$ cat config.mk
export PLATFORM = sky130hd
export DESIGN_NAME = pool_window_buf_flat
export DESIGN_NICKNAME = d
export VERILOG_FILES = /design/src/rtl/pool_window_buf_if.sv /design/src/rtl/pool_window_buf.sv /design/src/flat_wrapper.sv
export SDC_FILE = /design/constraint.sdc
export NUM_CORES = 1
export LEC_CHECK = 0
export ABC_AREA = 1
export BUFFER_PORTS_ARGS = -buffer_cell sky130_fd_sc_hd__buf_4
export CORE_MARGIN = 2
export CORE_UTILIZATION = 39
export CTS_CLUSTER_SIZE = 20
export DETAILED_ROUTE_END_ITERATION = 12
export GPL_TIMING_DRIVEN = 0
export PLACE_DENSITY = 0.62
export SYNTH_ARGS = -nofsm -noshare
export SYNTH_HDL_FRONTEND = slang
export SYNTH_SLANG_ARGS = --single-unit
$ cat constraint.sdc
create_clock -name clk -period 2.25 [get_ports clk]
set_input_delay 0 -clock clk [delete_from_list [all_inputs] [get_ports clk]]
set_output_delay 0 -clock clk [all_outputs]
set_load 0.02 [all_outputs]
$ cat src/rtl/pool_window_buf_if.sv
// Stream interface for the 2x2 pooling window buffer: raster pixel input
// with valid/ready, and a 2x2 window output with valid/ready plus frame_done.
interface pool_window_buf_if;
    logic              in_valid;
    logic signed [7:0] in_data;
    logic              in_ready;
    logic              out_valid;
    logic              out_ready;
    logic signed [7:0] win0;
    logic signed [7:0] win1;
    logic signed [7:0] win2;
    logic signed [7:0] win3;
    logic              frame_done;

    modport slave (
        input  in_valid, in_data, out_ready,
        output in_ready, out_valid, win0, win1, win2, win3, frame_done
    );

    modport master (
        output in_valid, in_data, out_ready,
        input  in_ready, out_valid, win0, win1, win2, win3, frame_done
    );
endinterface

$ cat src/rtl/pool_window_buf.sv
// Collects raster-order conv pixels into non-overlapping 2x2 windows using one
// line buffer for the even row and a single register for the bottom-left pixel.
module pool_window_buf #(
    parameter int IMG_W = 24,
    parameter int IMG_H = 24
) (
    input  logic                clk,
    input  logic                rst,
    pool_window_buf_if.slave    s
);

    localparam int COL_W = (IMG_W > 2) ? $clog2(IMG_W) : 1;
    localparam int ROW_W = (IMG_H > 2) ? $clog2(IMG_H) : 1;

    typedef struct packed {
        logic signed [7:0] tl;
        logic signed [7:0] tr;
        logic signed [7:0] bl;
        logic signed [7:0] br;
    } win_t;

    logic [COL_W-1:0]  col_q, col_d;
    logic [ROW_W-1:0]  row_q, row_d;
    logic signed [7:0] bl_q, bl_d;
    win_t              win_q, win_d;
    logic              out_valid_q, out_valid_d;
    logic              frame_done_q, frame_done_d;

    logic signed [7:0] line_buf [IMG_W];
    logic [COL_W-1:0]  col_prev;
    logic              in_ready;
    logic              accept;
    logic              col_last;
    logic              row_last;
    logic              buf_we;

    // The only stall source is an unconsumed window still on the output.
    assign in_ready = !out_valid_q || s.out_ready;
    assign accept   = s.in_valid && in_ready;
    assign col_last = (col_q == COL_W'(IMG_W - 1));
    assign row_last = (row_q == ROW_W'(IMG_H - 1));
    assign col_prev = col_q - 1'b1;
    assign buf_we   = accept && !row_q[0];

    always_comb begin
        // NOTE: every variable gets its hold value first so no path through
        // this block leaves one unassigned, which would infer a latch.
        col_d        = col_q;
        row_d        = row_q;
        bl_d         = bl_q;
        win_d        = win_q;
        out_valid_d  = out_valid_q && !s.out_ready;
        frame_done_d = 1'b0;

        if (accept) begin
            if (col_last) begin
                col_d = '0;
                row_d = row_last ? '0 : row_q + 1'b1;
            end else begin
                col_d = col_q + 1'b1;
            end

            if (row_q[0] && !col_q[0]) begin
                bl_d = s.in_data;
            end

            // Bottom-right pixel completes the window; a fresh load overrides
            // the clear from a consumption on the same edge.
            if (row_q[0] && col_q[0]) begin
                win_d.tl    = line_buf[col_prev];
                win_d.tr    = line_buf[col_q];
                win_d.bl    = bl_q;
                win_d.br    = s.in_data;
                out_valid_d = 1'b1;
            end

            frame_done_d = row_last && col_last;
        end
    end

    // NOTE: sequential state uses non-blocking assignments so every flop
    // samples the pre-edge values computed above, independent of block order.
    always_ff @(posedge clk or posedge rst) begin
        if (rst) begin
            col_q        <= '0;
            row_q        <= '0;
            bl_q         <= '0;
            win_q        <= '0;
            out_valid_q  <= 1'b0;
            frame_done_q <= 1'b0;
        end else begin
            col_q        <= col_d;
            row_q        <= row_d;
            bl_q         <= bl_d;
            win_q        <= win_d;
            out_valid_q  <= out_valid_d;
            frame_done_q <= frame_done_d;
        end
    end

    // NOTE: the line buffer is deliberately left out of reset; every entry is
    // rewritten on an even row before an odd row can read it.
    always_ff @(posedge clk) begin
        if (buf_we) begin
            line_buf[col_q] <= s.in_data;
        end
    end

    assign s.in_ready   = in_ready;
    assign s.out_valid  = out_valid_q;
    assign s.win0       = win_q.tl;
    assign s.win1       = win_q.tr;
    assign s.win2       = win_q.bl;
    assign s.win3       = win_q.br;
    assign s.frame_done = frame_done_q;

endmodule

$ cat src/flat_wrapper.sv
// flat-port wrapper written by rule: the top's interface ports become plain ports
module pool_window_buf_flat 
#(
    parameter int IMG_W = 24,
    parameter int IMG_H = 24
)
  (clk, rst, s_in_valid, s_in_data, s_out_ready, s_in_ready, s_out_valid, s_win0, s_win1, s_win2, s_win3, s_frame_done);
  pool_window_buf_if s_i ();
  input  logic clk;
  input  logic rst;
  input wire logic [$bits(s_i.in_valid)-1:0] s_in_valid;
  input wire logic [$bits(s_i.in_data)-1:0] s_in_data;
  input wire logic [$bits(s_i.out_ready)-1:0] s_out_ready;
  output wire logic [$bits(s_i.in_ready)-1:0] s_in_ready;
  output wire logic [$bits(s_i.out_valid)-1:0] s_out_valid;
  output wire logic [$bits(s_i.win0)-1:0] s_win0;
  output wire logic [$bits(s_i.win1)-1:0] s_win1;
  output wire logic [$bits(s_i.win2)-1:0] s_win2;
  output wire logic [$bits(s_i.win3)-1:0] s_win3;
  output wire logic [$bits(s_i.frame_done)-1:0] s_frame_done;
  assign s_i.in_valid = s_in_valid;
  assign s_i.in_data = s_in_data;
  assign s_i.out_ready = s_out_ready;
  assign s_in_ready = s_i.in_ready;
  assign s_out_valid = s_i.out_valid;
  assign s_win0 = s_i.win0;
  assign s_win1 = s_i.win1;
  assign s_win2 = s_i.win2;
  assign s_win3 = s_i.win3;
  assign s_frame_done = s_i.frame_done;
  pool_window_buf #(.IMG_W(IMG_W), .IMG_H(IMG_H)) u_core (.clk(clk), .rst(rst), .s(s_i));
endmodule
==> reports/qor.csv <==
stage,metric,value,unit
outcome,outcome,finished with violations,
outcome,violations,setup timing,
worst_setup_path,cp.arrival,2750,ps
timing,slew_viol_final,0,
cts,clk-insertion-delay-late,550,ps
yosys,syn_area,12400,um2
route,first_iter_violations,1388,
placement,post-place-ws,-996,ps
worst_setup_path,crit_buf_inv,2,
yosys,ys_seq_area_share,57.2,%
cells_and_area,layout_common_cells,"379 x nand2_1, 223 x inv_1, 194 x nand3_1",
cells_and_area,antenna_cells,0,
worst_setup_path,cpMaxStageDelayCell,clkbuf_1,
route,wl_per_cell,21.8,um
floorplan,fp.dieArea,33100,um2
yosys,synth_cell_type_count,29,
hold_path,hp-class,input pin to async pin,
timing,fin_crit_sh,102,%
power_and_ir_drop,leakage,0.00658,uW
timing,rsz0062_at_grt,true,
power_and_ir_drop,peakVddDrop,0.00112,V
worst_setup_path,path_depth,8,
cts,clk_path_buf_depth,3,
cells_and_area,drive_gt1_share,15.8,%
route,num_vias,10900,
timing,finClkSkew,26.1,ps
global_route,grt_start_max_net_pins,31,
worst_setup_path,ff2ff_setup_slack,-30,ps
worst_setup_path,crit_fanout,10,
yosys,synth_top_area_share,46.6,%
worst_setup_path,reg2reg_from,u_core.col_q[1],
worst_setup_path,cp_top_family,buffers and inverters,
global_route,grt_pass1_vias,10400,
global_route,grt_usage,25.7,%
floorplan,die_y,182,um
timing,final.min_clock_period,2280,ps
yosys,synth_area_leaders,"edfxtp_1 47%, nand2_1 12%, dfrtp_1 11%",
placement,numPortBuffers,46,
route,viasPerCell,5.57,
route,routed_wl,42.8,mm
worst_setup_path,crit_required,2710,ps
worst_setup_path,cp-end-kind,flop,
placement,gp_congestion,1.00,
timing,finalSetupViolCount,1,
yosys,yosysTopAreaCell,edfxtp_1,
worst_setup_path,crit_type,flop to flop,
yosys,synthCells,1431,
floorplan,initial_utilization,39.4,%
timing,hold_violations,0,
yosys,postSynthAreaPerCell,8.64,um2
timing,worstMarginPinSlew,821,ps
timing,setup_slack,-34.6,ps
cts,cts_buffers,27,
global_route,grt_pass1_wl,63.7,mm
yosys,ys_ff_latch,244,
worst_setup_path,path_cells,buf_2 > clkbuf_1 > o211ai_1 > nand3_1 > nand3_1 > nand2_1 > nor2_1 > nor2_1,
power_and_ir_drop,p_per_area,1490,nW/um2
cells_and_area,fin_cells,1961,
timing,relSlewSlack,45.3,%
floorplan,coreArea,31400,um2
route,route.detailed.drc,0,
worst_setup_path,r2r-end,u_core.s.win1[6],
route,drtAntennaViolNets,0,
cts,path_clk_slew,60,ps
global_route,grt.overflow.total,0,
cells_and_area,area_growth,20.9,%
cts,cts_tree,built,
worst_setup_path,cp-start-kind,flop,
cts,h-tree-depth,1,
worst_setup_path,max_stage_delay,540,ps
cts,cts_sinks,244,
timing,fmax,438,MHz
route,drtPass1Iterations,6,
global_route,antenna_found_initial,0,
worst_setup_path,r2r_cells,8,
cells_and_area,nFillCells,2946,
floorplan,top_level_ports,47,
cts,clockRootBuffer,clkbuf_16,
cells_and_area,fin_nets,1557,
cells_and_area,layout_commonest_cell,nand2_1,
floorplan,fp-row-count,65,
yosys,yosysWarnings,0,
placement,dp_hpwl,28.8,mm
floorplan,dieWidth,182,um
placement,placed_cells,1880,
job,cap_violations,0,
yosys,syn_nets,1449,
area by class of cell:
| cell class | instances | area [um2] | share of cell area [%] |
|---|---|---|---|
| inverter | 233 | 892 | 5.97 |
| sequential | 244 | 7070 | 47.3 |
| multi-input combinational | 874 | 4370 | 29.2 |
| clock inverter | 10 | 56.3 | 0.377 |
| clock buffer | 39 | 762 | 5.10 |
| timing repair buffer | 80 | 748 | 5.01 |
| tap | 402 | 503 | 3.37 |
| buffer | 79 | 551 | 3.68 |
power by group:
group | leakage (uW) | switching (uW) | total, uW | internal [uW]
Clock | 0.000408 | 1830 | 4180 | 2350
Combinational | 0.00382 | 8450 | 12400 | 3940
Sequential | 0.00235 | 299 | 5720 | 5420
metal layers:
layer | share of wire (%) | routed length [um] | vias up | global-route usage (%)
met5 | 0 | 0 | - | 0
met2 | 44 | 19000 | 709 | 40.3
met1 | 39 | 16800 | 5128 | 34.0
met4 | 5.7 | 2440 | 0 | 13.5
li1 | - | - | 4910 | -
met3 | 11 | 4540 | 172 | 4.59
metrics by stage:
stage	hold slack, ps	TNS, ps	util (%)	total power (uW)	area, um2
after floorplan	98.9	0	-	12200	12400
after global placement	292	-122770	42.1	16200	13200
after detailed placement	139	-126150	42.2	16300	13200
after CTS	119	-4.90	47.0	21500	14700
after global routing	172	-154	47.6	23300	14900
final	110	-34.6	47.6	22300	14900
sequential cells by signal (all words and copies together), names as in the netlist, 5 cells and up:
register	cells
u_core.bl_q	8
u_core.s.win2	8
u_core.s.win3	8
u_core.line_buf	192
u_core.col_q	5
u_core.row_q	5
u_core.s.win0	8
u_core.s.win1	8
cells by family after synthesis:
group	after synthesis	synth area share [%]
adder cells (fa/ha/maj)	6	0.607
flip-flops	244	57.2
AND/OR/NAND/NOR	673	23.1
buffers and inverters	313	10.2
AO/OA/AOI/OAI	190	8.47
XOR/XNOR	5	0.415
synthesized netlist by cell type (all sizes together):
cell type,count
inv,233
nor3,13
o21ai,84
o211ai,37
nand3,199
a21boi,1
dfrtp,52
buf,57
a21oi,67
ha,6
nand4,2
nor2,57
or2,15
edfxtp,192
nor4,1
xnor2,1
clkbuf,23
o22ai,1
xor2,4
nand2,386
how the worst max path moves through the flow:
| stage | slack, ps | startpoint | to |
|---|---|---|---|
| floorplan | 30 | u_core.col_q[2] | u_core.line_buf[3][0] |
| global placement | -1010 | u_core.col_q[1] | u_core.s.win0[6] |
| detailed placement | -1000 | u_core.col_q[1] | u_core.s.win0[5] |
| CTS | -2 | u_core.col_q[2] | u_core.line_buf[19][3] |
| global route | -20 | u_core.row_q[0] | u_core.line_buf[1][0] |
| finish | -30 | u_core.col_q[1] | u_core.s.win1[6] |
timing repair:
item	CTS	global route
setup buffers	10	12
cloned	0	0
hold buffers	11	0
hold endpoints to repair	263	0
gates resized for setup	113	34
pin swaps	9	7
setup endpoints to repair	202	140
worst register-to-register path: cells and delay by family (launching register included):
family | cells | cell delay, ps
simple gates | 5 | 670
flops | 1 | 460
buf+inv | 2 | 810
compound gates | 1 | 240
Power figures use the tool's default switching activity.
